--- src/rtl/io_bus_arbiter_pkg.sv ---
// Shared constants for the IODevices port arbiter: sequencer state encoding,
// device ids and a small index-width helper.
package io_bus_pkg;

  localparam logic [1:0] ST_IDLE  = 2'd0;
  localparam logic [1:0] ST_GRANT = 2'd1;
  localparam logic [1:0] ST_EXEC  = 2'd2;
  localparam logic [1:0] ST_DONE  = 2'd3;

  typedef enum logic [1:0] {
    S_IDLE  = ST_IDLE,
    S_GRANT = ST_GRANT,
    S_EXEC  = ST_EXEC,
    S_DONE  = ST_DONE
  } arb_state_e;

  localparam logic [7:0] DEV_NONE  = 8'd0;
  localparam logic [7:0] DEV_INPUT = 8'd1;
  localparam logic [7:0] DEV_PROM  = 8'd2;
  localparam logic [7:0] DEV_CONST = 8'd3;
  localparam logic [7:0] DEV_IPC   = 8'd5;

  function automatic int idx_width(input int n);
    return (n > 1) ? $clog2(n) : 1;
  endfunction

endpackage

--- src/rtl/io_bus_arbiter_if.sv ---
// Requester-side req/done signals plus the IODevices port, bundled for the arbiter.
// Handshake: a requester raises req with stable operands and holds them until it
// sees its one-cycle done pulse; gnt marks the owner for the whole transaction.
interface io_bus_arbiter_if #(
  parameter int NUM_REQ = 2,
  parameter int DEV_W   = 8,
  parameter int DATA_W  = 32
) ();

  logic [NUM_REQ-1:0]        req;
  logic [NUM_REQ-1:0]        req_write;
  logic [NUM_REQ*DEV_W-1:0]  req_device_id;
  logic [NUM_REQ*DATA_W-1:0] req_value;
  logic [NUM_REQ-1:0]        gnt;
  logic [NUM_REQ-1:0]        done;
  logic [DATA_W-1:0]         rdata;
  logic                      err;
  logic                      busy;
  logic [DEV_W-1:0]          io_device_id;
  logic [DATA_W-1:0]         io_value_in;
  logic                      io_is_write;
  logic [DATA_W-1:0]         io_value_out;
  logic [1:0]                dbg_state;

  modport slave (
    input  req, req_write, req_device_id, req_value, io_value_out,
    output gnt, done, rdata, err, busy, io_device_id, io_value_in, io_is_write, dbg_state
  );

  modport master (
    output req, req_write, req_device_id, req_value, io_value_out,
    input  gnt, done, rdata, err, busy, io_device_id, io_value_in, io_is_write, dbg_state
  );

endinterface

--- src/rtl/io_rr_picker.sv ---
// Combinational requester picker: round-robin search starting after ptr_i, or
// lowest-index-wins when IO_ARB_FIXED_PRIO_EN is defined (ptr_i then ignored).
module io_rr_picker #(
  parameter int NUM_REQ = 2,
  parameter int IDX_W   = 1
) (
  input  logic [NUM_REQ-1:0] req_i,
  input  logic [IDX_W-1:0]   ptr_i,
  output logic [NUM_REQ-1:0] pick_oh_o,
  output logic [IDX_W-1:0]   pick_idx_o,
  output logic               any_o
);

`ifdef IO_ARB_FIXED_PRIO_EN
  logic unused_ptr;
  assign unused_ptr = ^ptr_i;

  always_comb begin
    pick_oh_o  = '0;
    pick_idx_o = '0;
    for (int i = NUM_REQ - 1; i >= 0; i--) begin
      if (req_i[i]) begin
        pick_oh_o    = '0;
        pick_oh_o[i] = 1'b1;
        pick_idx_o   = IDX_W'(i);
      end
    end
  end
`else
  // Scan from farthest to nearest so the candidate closest after ptr_i wins.
  always_comb begin
    pick_oh_o  = '0;
    pick_idx_o = '0;
    for (int k = NUM_REQ; k >= 1; k--) begin
      int j;
      j = (int'(ptr_i) + k) % NUM_REQ;
      if (req_i[j[IDX_W-1:0]]) begin
        pick_oh_o                 = '0;
        pick_oh_o[j[IDX_W-1:0]]   = 1'b1;
        pick_idx_o                = j[IDX_W-1:0];
      end
    end
  end
`endif

  assign any_o = |req_i;

endmodule

--- src/rtl/io_bus_arbiter.sv ---
// Shares one IODevices port between NUM_REQ requesters with a 4-state sequencer.
// Define IO_ARB_FIXED_PRIO_EN for fixed lowest-index priority instead of round-robin.
module io_bus_arbiter
  import io_bus_pkg::*;
#(
  parameter int NUM_REQ = 2,
  parameter int DEV_W   = 8,
  parameter int DATA_W  = 32
) (
  input logic            clk,
  input logic            reset,
  io_bus_arbiter_if.slave bus
);

  localparam int IDX_W = idx_width(NUM_REQ);

  arb_state_e          state_q, state_d;
  logic [NUM_REQ-1:0]  gnt_q, gnt_d;
  logic                wr_q, wr_d;
  logic [DEV_W-1:0]    dev_q, dev_d;
  logic [DATA_W-1:0]   val_q, val_d;
  logic [DATA_W-1:0]   rdata_q, rdata_d;
  logic                err_q, err_d;
  logic                no_dev;

  logic [NUM_REQ-1:0]  pick_oh;
  logic [IDX_W-1:0]    pick_idx;
  logic [IDX_W-1:0]    pick_ptr;
  logic                pick_any;

`ifdef IO_ARB_FIXED_PRIO_EN
  assign pick_ptr = '0;
`else
  logic [IDX_W-1:0]    idx_q, idx_d;
  logic [IDX_W-1:0]    ptr_q, ptr_d;
  assign pick_ptr = ptr_q;
`endif

  io_rr_picker #(
    .NUM_REQ (NUM_REQ),
    .IDX_W   (IDX_W)
  ) u_picker (
    .req_i      (bus.req),
    .ptr_i      (pick_ptr),
    .pick_oh_o  (pick_oh),
    .pick_idx_o (pick_idx),
    .any_o      (pick_any)
  );

  assign no_dev = (dev_q == DEV_W'(DEV_NONE));

  always_comb begin
    state_d = state_q;
    gnt_d   = gnt_q;
    wr_d    = wr_q;
    dev_d   = dev_q;
    val_d   = val_q;
    rdata_d = rdata_q;
    err_d   = err_q;
`ifndef IO_ARB_FIXED_PRIO_EN
    idx_d   = idx_q;
    ptr_d   = ptr_q;
`endif
    case (state_q)
      S_IDLE: begin
        // Operands are captured here; later requester changes cannot leak in.
        if (pick_any) begin
          state_d = S_GRANT;
          gnt_d   = pick_oh;
          wr_d    = bus.req_write[pick_idx];
          dev_d   = bus.req_device_id[pick_idx*DEV_W +: DEV_W];
          val_d   = bus.req_value[pick_idx*DATA_W +: DATA_W];
`ifndef IO_ARB_FIXED_PRIO_EN
          idx_d   = pick_idx;
`endif
        end
      end
      S_GRANT: state_d = S_EXEC;
      S_EXEC: begin
        state_d = S_DONE;
        if (no_dev) begin
          rdata_d = '0;
          err_d   = 1'b1;
        end else if (!wr_q) begin
          rdata_d = bus.io_value_out;
        end
      end
      S_DONE: begin
        state_d = S_IDLE;
        err_d   = 1'b0;
`ifndef IO_ARB_FIXED_PRIO_EN
        ptr_d   = idx_q;
`endif
      end
      default: state_d = S_IDLE;
    endcase
  end

  always_ff @(posedge clk or posedge reset) begin
    if (reset) begin
      state_q <= S_IDLE;
      gnt_q   <= '0;
      wr_q    <= 1'b0;
      dev_q   <= '0;
      val_q   <= '0;
      rdata_q <= '0;
      err_q   <= 1'b0;
`ifndef IO_ARB_FIXED_PRIO_EN
      idx_q   <= '0;
      ptr_q   <= IDX_W'(NUM_REQ - 1);
`endif
    end else begin
      state_q <= state_d;
      gnt_q   <= gnt_d;
      wr_q    <= wr_d;
      dev_q   <= dev_d;
      val_q   <= val_d;
      rdata_q <= rdata_d;
      err_q   <= err_d;
`ifndef IO_ARB_FIXED_PRIO_EN
      idx_q   <= idx_d;
      ptr_q   <= ptr_d;
`endif
    end
  end

  // io_is_write decodes straight from state so an async reset drops it at once.
  assign bus.busy         = (state_q != S_IDLE);
  assign bus.gnt          = bus.busy ? gnt_q : '0;
  assign bus.done         = (state_q == S_DONE) ? gnt_q : '0;
  assign bus.io_device_id = bus.busy ? dev_q : '0;
  assign bus.io_value_in  = bus.busy ? val_q : '0;
  assign bus.io_is_write  = (state_q == S_EXEC) && wr_q && !no_dev;
  assign bus.rdata        = rdata_q;
  assign bus.err          = err_q;
  assign bus.dbg_state    = state_q;

endmodule

--- src/flat_wrapper.sv ---
// flat-port wrapper written by rule: the top's interface ports become plain ports
module io_bus_arbiter_flat import io_bus_pkg::*;
#(
  parameter int NUM_REQ = 2,
  parameter int DEV_W   = 8,
  parameter int DATA_W  = 32
)
  (clk, reset, bus_req, bus_req_write, bus_req_device_id, bus_req_value, bus_io_value_out, bus_gnt, bus_done, bus_rdata, bus_err, bus_busy, bus_io_device_id, bus_io_value_in, bus_io_is_write, bus_dbg_state);
  io_bus_arbiter_if #(.NUM_REQ(NUM_REQ), .DEV_W(DEV_W), .DATA_W(DATA_W)) bus_i ();
  input logic clk;
  input logic reset;
  input wire logic [$bits(bus_i.req)-1:0] bus_req;
  input wire logic [$bits(bus_i.req_write)-1:0] bus_req_write;
  input wire logic [$bits(bus_i.req_device_id)-1:0] bus_req_device_id;
  input wire logic [$bits(bus_i.req_value)-1:0] bus_req_value;
  input wire logic [$bits(bus_i.io_value_out)-1:0] bus_io_value_out;
  output wire logic [$bits(bus_i.gnt)-1:0] bus_gnt;
  output wire logic [$bits(bus_i.done)-1:0] bus_done;
  output wire logic [$bits(bus_i.rdata)-1:0] bus_rdata;
  output wire logic [$bits(bus_i.err)-1:0] bus_err;
  output wire logic [$bits(bus_i.busy)-1:0] bus_busy;
  output wire logic [$bits(bus_i.io_device_id)-1:0] bus_io_device_id;
  output wire logic [$bits(bus_i.io_value_in)-1:0] bus_io_value_in;
  output wire logic [$bits(bus_i.io_is_write)-1:0] bus_io_is_write;
  output wire logic [$bits(bus_i.dbg_state)-1:0] bus_dbg_state;
  assign bus_i.req = bus_req;
  assign bus_i.req_write = bus_req_write;
  assign bus_i.req_device_id = bus_req_device_id;
  assign bus_i.req_value = bus_req_value;
  assign bus_i.io_value_out = bus_io_value_out;
  assign bus_gnt = bus_i.gnt;
  assign bus_done = bus_i.done;
  assign bus_rdata = bus_i.rdata;
  assign bus_err = bus_i.err;
  assign bus_busy = bus_i.busy;
  assign bus_io_device_id = bus_i.io_device_id;
  assign bus_io_value_in = bus_i.io_value_in;
  assign bus_io_is_write = bus_i.io_is_write;
  assign bus_dbg_state = bus_i.dbg_state;
  io_bus_arbiter #(.NUM_REQ(NUM_REQ), .DEV_W(DEV_W), .DATA_W(DATA_W)) u_core (.clk(clk), .reset(reset), .bus(bus_i));
endmodule
--- config.mk ---
export PLATFORM = sky130hd
export DESIGN_NAME = io_bus_arbiter_flat
export DESIGN_NICKNAME = d
export VERILOG_FILES = /design/src/rtl/io_bus_arbiter_pkg.sv /design/src/rtl/io_bus_arbiter_if.sv /design/src/rtl/io_rr_picker.sv /design/src/rtl/io_bus_arbiter.sv /design/src/flat_wrapper.sv
export SDC_FILE = /design/constraint.sdc
export NUM_CORES = 1
export LEC_CHECK = 0
export ABC_CLOCK_PERIOD_IN_PS = 3050
export CORE_MARGIN = 2
export CORE_UTILIZATION = 42
export DETAILED_ROUTE_END_ITERATION = 10
export PLACE_DENSITY_LB_ADDON = 0.1
export SYNTH_ARGS = -nofsm -noshare
export SYNTH_HDL_FRONTEND = slang
export SYNTH_SLANG_ARGS = --single-unit
--- constraint.sdc ---
create_clock -name clk -period 3.05 [get_ports clk]
set_input_delay 0.61 -clock clk [delete_from_list [all_inputs] [get_ports clk]]
set_output_delay 0.61 -clock clk [all_outputs]
set_load 0.02 [all_outputs]
==> flow_metrics.py, run 1 <==
metrics = {
    "critical_path": {
        "r2r-start": "u_core.dev_q[3]",
        "crit_path_top_delay_cell": "sky130_fd_sc_hd__clkdlybuf4s50_1",
        "worst-setup-path-type": "flip-flop to output pin",
        "worst-path-max-fanout": 19,
        "reg2reg_depth": 5,
        "worst_ep_required_time_ns": 2.44,
        "timing.critical_path.cells": "inv_1, ha_2, buf_4, nor2b_1, clkdlybuf4s50_1",
        "crit_arrival_ns": 2.18,
        "endpoint_of_the_most_critical_register_to_register_path": "u_core.bus.rdata[30]",
        "startpoint_type": "flip-flop",
        "setup.worst_path.end_class": "output pin",
        "timing.reg2reg.setup_slack_ns": 0.74,
        "cp_slowest_stage_delay_ns": 0.54,
    },
    "logic_synthesis": {
        "number_of_instances_in_the_synthesized_netlist": 440,
        "yosys_warnings": 0,
        "syn_nets": 561,
        "yosys.cell_types.count": 27,
        "synth_simple_gate_area_frac": 0.138,
        "synthesis.area_per_instance_um2": 9.73,
        "yosys_register_bits": 79,
        "synth_sequential_area_ratio": 0.462,
        "syn-cell-area_um2": 4280,
        "post_synth_mux_area_share": 0.0985,
        "yosys.area_share.adder": 0.00877,
        "synth_compound_gate_area_share": 0.216,
        "synth_top_family_by_area": "compound AO/OA/AOI/OAI gates",
        "synth_xor_area_frac": 0,
    },
    "sta": {
        "finalSetupViolations": 0,
        "max_slew.worst_pin.slew_ns": 0.605,
        "timing_hold_violations_final": 0,
        "final.period_utilization": 0.914,
        "rsz0062_at_grt": "false",
        "skew_ns": 0.0155,
        "slew_headroom": 0.596,
        "fmax_mhz": 359,
        "totalNegativeSetupSlack_ns": 0,
        "final.setup.worst_slack_ns": 0.261,
        "fin_crit_ns": 2.79,
        "timing_max_transition_violations_final": 0,
    },
    "floorplan": {
        "initial_core_util": 0.436,
        "std_cell_rows": 36,
        "top_level_port_count": 199,
        "floorplan.die_area_um2": 11000,
        "area_of_the_placeable_core_um2": 9820,
        "dieWidth_um": 105,
        "die-height_um": 105,
    },
    "clock_network": {
        "number_of_buffers_added_for_setup_after_cts": 0,
        "cts_tree": "done",
        "clock_transition_at_the_register_clock_pins_on_the_worst_setup_and_hold_paths_after_cts_ns": 0.08,
        "cts_root_buf": "sky130_fd_sc_hd__clkbuf_8",
        "post_cts.resized_instances": 0,
        "clock-sinks": 79,
        "max-clock-path-buffers": 2,
        "htree_num_levels": 3,
        "tritoncts.num_buffers": 9,
        "cts_hold_buffers": 0,
        "clock_insertion_delay_worst_skew_ns": 0.34,
    },
    "pwr": {
        "leakage_nw": 2.91,
        "netSwitchingFraction": 0.428,
        "combPwrFrac": 0.601,
        "power.net_switching_mw": 3.00,
        "power.share.sequential": 0.279,
        "power.clock.fraction": 0.121,
        "p_per_area_nw_per_um2": 1060,
        "vdd_drop_max_mv": 0.527,
        "p_int_mw": 4.01,
    },
    "placed_design": {
        "globalplace.congestion": 0.784,
        "dp_worst_setup_slack_ns": 0.602,
        "place_hpwl_um": 8580,
        "port-buffer-count": 198,
        "placed_cells": 748,
    },
    "route": {
        "vias_per_cell": 4.93,
        "drt_first_iter_violations": 113,
        "routed-via-count": 3764,
        "firstDrtPassIters": 4,
        "wl_um": 11600,
        "post_drt_wl_per_cell_um": 15.2,
        "post_detailed_route_count_of_antenna_violating_nets": 0,
        "route.detailed.drc": 0,
    },
    "cells_and_area": {
        "num_antenna_cells": 0,
        "design.final.nets": 747,
        "num-fill-cells": 826,
        "area_delta_synth_final_pct": 54.3,
        "final_core_utilization": 0.673,
        "post_layout_nonfiller_instances": 763,
        "multi_input_comb_area_um2": 2000,
        "drive_above_1_share": 0.102,
        "layout.area.seq_um2": 1980,
    },
    "hold_path": {
        "min_path_cells": 2,
        "worstHoldStart": "u_core.val_q[11]",
        "min_delay_worst_endpoint": "u_core.val_q[11]",
        "hold_class": "flip-flop to flip-flop",
    },
    "global_routing": {
        "antenna_found_initial": 0,
        "track_usage": 0.214,
        "grt_pass1_vias": 3861,
        "global_route.overflow_total": 0,
        "largest_net_degree_at_the_start_of_global_routing": 49,
        "wire_length_of_the_first_global_routing_pass_um": 19100,
    },
    "outcome": {
        "outcome": "complete, no violations",
    },
    "run": {
        "max-cap-violations": 0,
    },
}
-- cells in the mapped netlist, drive strengths merged --
cell type  count  area share
a31oi          1      0.0015
o31ai          1      0.0018
a21boi         1      0.0018
clkbuf        22       0.019
o2bb2ai        1      0.0020
o21ai         43       0.050
mux2           1      0.0026
nand2         76       0.067
dfrtp         78        0.46
buf           14       0.024
or4            2      0.0044
inv           39       0.034
a21o           1      0.0018
ha             3      0.0088
o211ai        65        0.15
and2           2      0.0029
mux2i         41       0.096
a21oi          2      0.0023
dfstp          1      0.0061
nor2b         42       0.061
nor2           3      0.0026
a22o           1      0.0020
-- flip-flops by register name (all words and copies together), names as in the netlist --
signal                cells
u_core.dev_q              8
u_core.bus.dbg_state      2
u_core.bus.rdata         32
u_core.bus.err            1
u_core.gnt_q              2
u_core.wr_q               1
u_core.pick_ptr           1
u_core.val_q             32
-- placed cells by master, fill, tap and decap left out --
master / count
sky130_fd_sc_hd__bufinv_16: 2
sky130_fd_sc_hd__o211ai_2: 30
sky130_fd_sc_hd__a31oi_1: 1
sky130_fd_sc_hd__buf_4: 11
sky130_fd_sc_hd__or4_1: 1
sky130_fd_sc_hd__a22o_1: 1
sky130_fd_sc_hd__buf_12: 2
sky130_fd_sc_hd__dfrtp_1: 78
sky130_fd_sc_hd__clkbuf_8: 10
sky130_fd_sc_hd__a21o_1: 1
sky130_fd_sc_hd__a21oi_1: 2
sky130_fd_sc_hd__ha_1: 2
sky130_fd_sc_hd__or4_4: 1
sky130_fd_sc_hd__ha_2: 1
sky130_fd_sc_hd__mux2i_1: 41
sky130_fd_sc_hd__nor2b_1: 42
sky130_fd_sc_hd__mux2_2: 1
sky130_fd_sc_hd__o2bb2ai_1: 1
sky130_fd_sc_hd__o21ai_1: 1
sky130_fd_sc_hd__o211ai_4: 1
sky130_fd_sc_hd__o21ai_4: 1
sky130_fd_sc_hd__o31ai_1: 1
sky130_fd_sc_hd__nand2_1: 76
sky130_fd_sc_hd__clkinvlp_4: 1
sky130_fd_sc_hd__o21ai_0: 41
sky130_fd_sc_hd__o211ai_1: 34
sky130_fd_sc_hd__and2_1: 2
sky130_fd_sc_hd__clkbuf_1: 2
sky130_fd_sc_hd__a21boi_4: 1
sky130_fd_sc_hd__inv_1: 38
sky130_fd_sc_hd__clkdlybuf4s50_1: 198
sky130_fd_sc_hd__clkinv_2: 1
sky130_fd_sc_hd__dfstp_2: 1
sky130_fd_sc_hd__nor2_1: 3
-- stage by stage --
stage | total power [mW] | cell area (um2) | hold WS, ns
finish | 7.01 | 6610 | 0.475
global route | 7.49 | 6610 | 0.514
CTS | 7.09 | 6610 | 0.480
detailed placement | 6.22 | 6390 | 0.462
global placement | 6.12 | 6390 | 0.456
floorplan | 4.46 | 4280 | 0.442
-- cell type report --
type,instances,area share
multi-input combinational,286,0.302
timing repair buffer,211,0.319
inverter,39,0.0223
clock buffer,12,0.0220
sequential,79,0.299
clock inverter,3,0.0102
tap,133,0.0252
-- per-layer routing --
layer	routed length [um]	GRT usage	part of all wire
met1	5100	0.276	0.44
met2	5570	0.356	0.48
met3	734	0.0530	0.063
met4	191	0.0648	0.016
met5	0	0	0
-- worst max-delay path by stage --
stage | from | end | slack [ns] | cells past startpoint
3_3_place_gp | u_core.dev_q[3] | bus_io_is_write | 0.65 | 4
5_1_grt | u_core.bus.dbg_state[0] | bus_io_value_in[3] | 0.11 | 5
4_1_cts | u_core.bus.dbg_state[1] | bus_gnt[1] | 0.22 | 5
2_1_floorplan | reset | u_core.bus.dbg_state[0] | 0.42 | 1
6_report | u_core.bus.dbg_state[0] | bus_gnt[1] | 0.26 | 5
3_5_place_dp | u_core.bus.dbg_state[1] | bus_gnt[1] | 0.60 | 5
-- power groups by stage --
stage / combinational, mW / clock, mW / sequential [mW]
floorplan: 2.30 / 0 / 2.16
global placement: 4.17 / 0 / 1.95
detailed placement: 4.25 / 0 / 1.97
CTS: 4.26 / 0.871 / 1.95
global route: 4.55 / 0.913 / 2.03
finish: 4.21 / 0.845 / 1.95
-- critical path, delay by kind of cell (launching register included) --
| kind | cells | cell delay [ns] |
|---|---|---|
| buffers and inverters | 3 | 0.95 |
| adders and majority gates | 1 | 0.41 |
| and+or+nand+nor | 1 | 0.08 |
| DFF | 1 | 0.40 |
-- cell families after synthesis --
| group | Yosys count |
|---|---|
| flops | 79 |
| compound gates | 116 |
| fa+ha+maj | 3 |
| mux | 42 |
| simple gates | 125 |
| buf+inv | 75 |
No activity file was read; power rests on OpenSTA's default activity.
==> run 2, diff against run 1 <==
Settings changed: ABC_CLOCK_PERIOD_IN_PS 3050 to unset.
==> results of run 2 <==
Same layout as run 1: the final DEF is identical, and so are final timing and power.
==> run 3, diff against run 2 <==
Settings changed: PLACE_DENSITY set to 0.91, PLACE_DENSITY_LB_ADDON 0.1 to unset.
==> run 3 against run 2 <==
Count of clock-buffer cells in the layout stayed put. Register-to-register slack hardly changed. Sequential share of layout area fell by 0.068 points. Largest power group unchanged. Power increased by 1.2%. Cell count is 0.26% lower. Sequential cell count stayed put. Global-route usage up 1.1 points. Sequential power about the same. Utilization increased by 0.15 points. Via count up 3.0%. Critical path depth fell by 1.
==> flow_metrics.py, run 3 (same netlist as run 1, synthesis figures left out) <==
metrics = {
    "clock_network": {
        "number_of_buffers_added_for_setup_after_cts": 0,
        "cts_root_buf": "sky130_fd_sc_hd__clkbuf_8",
        "tritoncts.num_buffers": 9,
        "cts_hold_buffers": 0,
        "clock_transition_at_the_register_clock_pins_on_the_worst_setup_and_hold_paths_after_cts_ns": 0.08,
        "clock_insertion_delay_worst_skew_ns": 0.34,
        "cts_tree": "done",
        "htree_num_levels": 3,
        "post_cts.resized_instances": 0,
        "max-clock-path-buffers": 2,
        "clock-sinks": 79,
    },
    "floorplan": {
        "initial_core_util": 0.436,
        "dieWidth_um": 105,
        "top_level_port_count": 199,
        "die-height_um": 105,
        "std_cell_rows": 36,
        "floorplan.die_area_um2": 11000,
        "area_of_the_placeable_core_um2": 9820,
    },
    "critical_path": {
        "cp-endpoint": "bus_io_is_write",
        "worst_ep_required_time_ns": 2.44,
        "endpoint_of_the_most_critical_register_to_register_path": "u_core.bus.rdata[11]",
        "setup.worst_path.end_class": "output pin",
        "reg2reg_depth": 5,
        "crit_arrival_ns": 2.21,
        "r2r-start": "u_core.dev_q[7]",
        "setup.worst_path.start": "u_core.dev_q[7]",
        "worst-setup-path-type": "flip-flop to output pin",
        "timing.reg2reg.setup_slack_ns": 0.74,
        "worst-path-max-fanout": 3,
        "startpoint_type": "flip-flop",
    },
    "cells_and_area": {
        "mostFrequentLayoutCell": "sky130_fd_sc_hd__clkdlybuf4s50_1",
        "drive_above_1_share": 0.102,
        "commonest_cells_after_routing_fill_and_taps_aside": "198 x sky130_fd_sc_hd__clkdlybuf4s50_1, 78 x sky130_fd_sc_hd__dfrtp_1, 76 x sky130_fd_sc_hd__nand2_1, 42 x sky130_fd_sc_hd__nor2b_1",
        "num_antenna_cells": 0,
        "area_delta_synth_final_pct": 54.7,
        "design.final.nets": 745,
        "final_core_utilization": 0.674,
    },
    "route": {
        "post_detailed_route_count_of_antenna_violating_nets": 0,
        "wl_um": 12100,
        "vias_per_cell": 5.09,
        "route.detailed.drc": 0,
        "drt_first_iter_violations": 99,
        "routed-via-count": 3876,
        "firstDrtPassIters": 4,
        "post_drt_wl_per_cell_um": 15.9,
    },
    "run": {
        "max-cap-violations": 0,
    },
    "global_routing": {
        "wire_length_of_the_first_global_routing_pass_um": 20100,
        "global_route.overflow_total": 0,
        "antenna_found_initial": 0,
        "track_usage": 0.225,
        "largest_net_degree_at_the_start_of_global_routing": 83,
        "grt_pass1_vias": 4113,
    },
    "sta": {
        "slew_headroom": 0.585,
        "fmax_mhz": 355,
        "totalNegativeSetupSlack_ns": 0,
        "timing_hold_violations_final": 0,
        "final.period_utilization": 0.924,
        "fin_crit_ns": 2.82,
        "skew_ns": 0.0124,
        "timing_max_transition_violations_final": 0,
        "max_slew.worst_pin.slew_ns": 0.621,
        "rsz0062_at_grt": "false",
        "finalSetupViolations": 0,
    },
    "pwr": {
        "vdd_drop_max_mv": 0.555,
        "p_per_area_nw_per_um2": 1070,
        "leakage_nw": 2.92,
    },
    "hold_path": {
        "hold_class": "flip-flop to flip-flop",
        "min_path_cells": 2,
    },
    "placed_design": {
        "place_hpwl_um": 9150,
        "globalplace.congestion": 0.794,
        "port-buffer-count": 198,
    },
    "outcome": {
        "outcome": "complete, no violations",
    },
}
==> run 3: metal layers <==
metal,track usage,share of wire
met1,0.258,0.39
met2,0.402,0.52
met3,0.0780,0.090
met4,0.0505,0.0086
met5,0,0
==> run 3: final cells by class <==
type                       count  area [um2]
fill                         765        3200
clock buffer                  12         165
sequential                    79        1980
tap                          133         166
multi-input combinational    286        2000
timing repair buffer         209        2100
clock inverter                 3        65.1
inverter                      39         148
==> run 3: how the worst min path moves through the flow <==
stage,from,to,slack [ns]
detailed placement,u_core.val_q[10],u_core.val_q[10],0.47
CTS,u_core.val_q[10],u_core.val_q[10],0.48
floorplan,u_core.val_q[0],u_core.val_q[0],0.44
global route,u_core.val_q[11],u_core.val_q[11],0.50
finish,u_core.val_q[30],u_core.val_q[30],0.48
global placement,u_core.val_q[24],u_core.val_q[24],0.46
==> run 3: per-stage QoR <==
step                      worst slack, ns  instance area (um2)  hold WS (ns)  total power [mW]  instances
after floorplan                     0.418                 4280         0.442              4.46        440
after global placement              0.547                 6390         0.456              6.07        746
after detailed placement            0.546                 6390         0.467              6.25        746
after CTS                           0.155                 6620         0.484              7.17        761
after global routing               0.0970                 6620         0.504              7.56        761
final                               0.230                 6620         0.484              7.09        761
==> run 3: worst max-delay path, stage by stage, from the launching register on <==
cell,delay [ns]
sky130_fd_sc_hd__dfrtp_1,0.39
sky130_fd_sc_hd__or4_1,0.56
sky130_fd_sc_hd__o21ai_1,0.28
sky130_fd_sc_hd__nor2_1,0.08
sky130_fd_sc_hd__clkdlybuf4s50_1,0.56
==> run 3: report_power, final <==
part	total (mW)	switching, mW	internal, mW
clock network	0.893	0.370	0.523
logic	4.24	2.30	1.94
registers	1.96	0.367	1.60
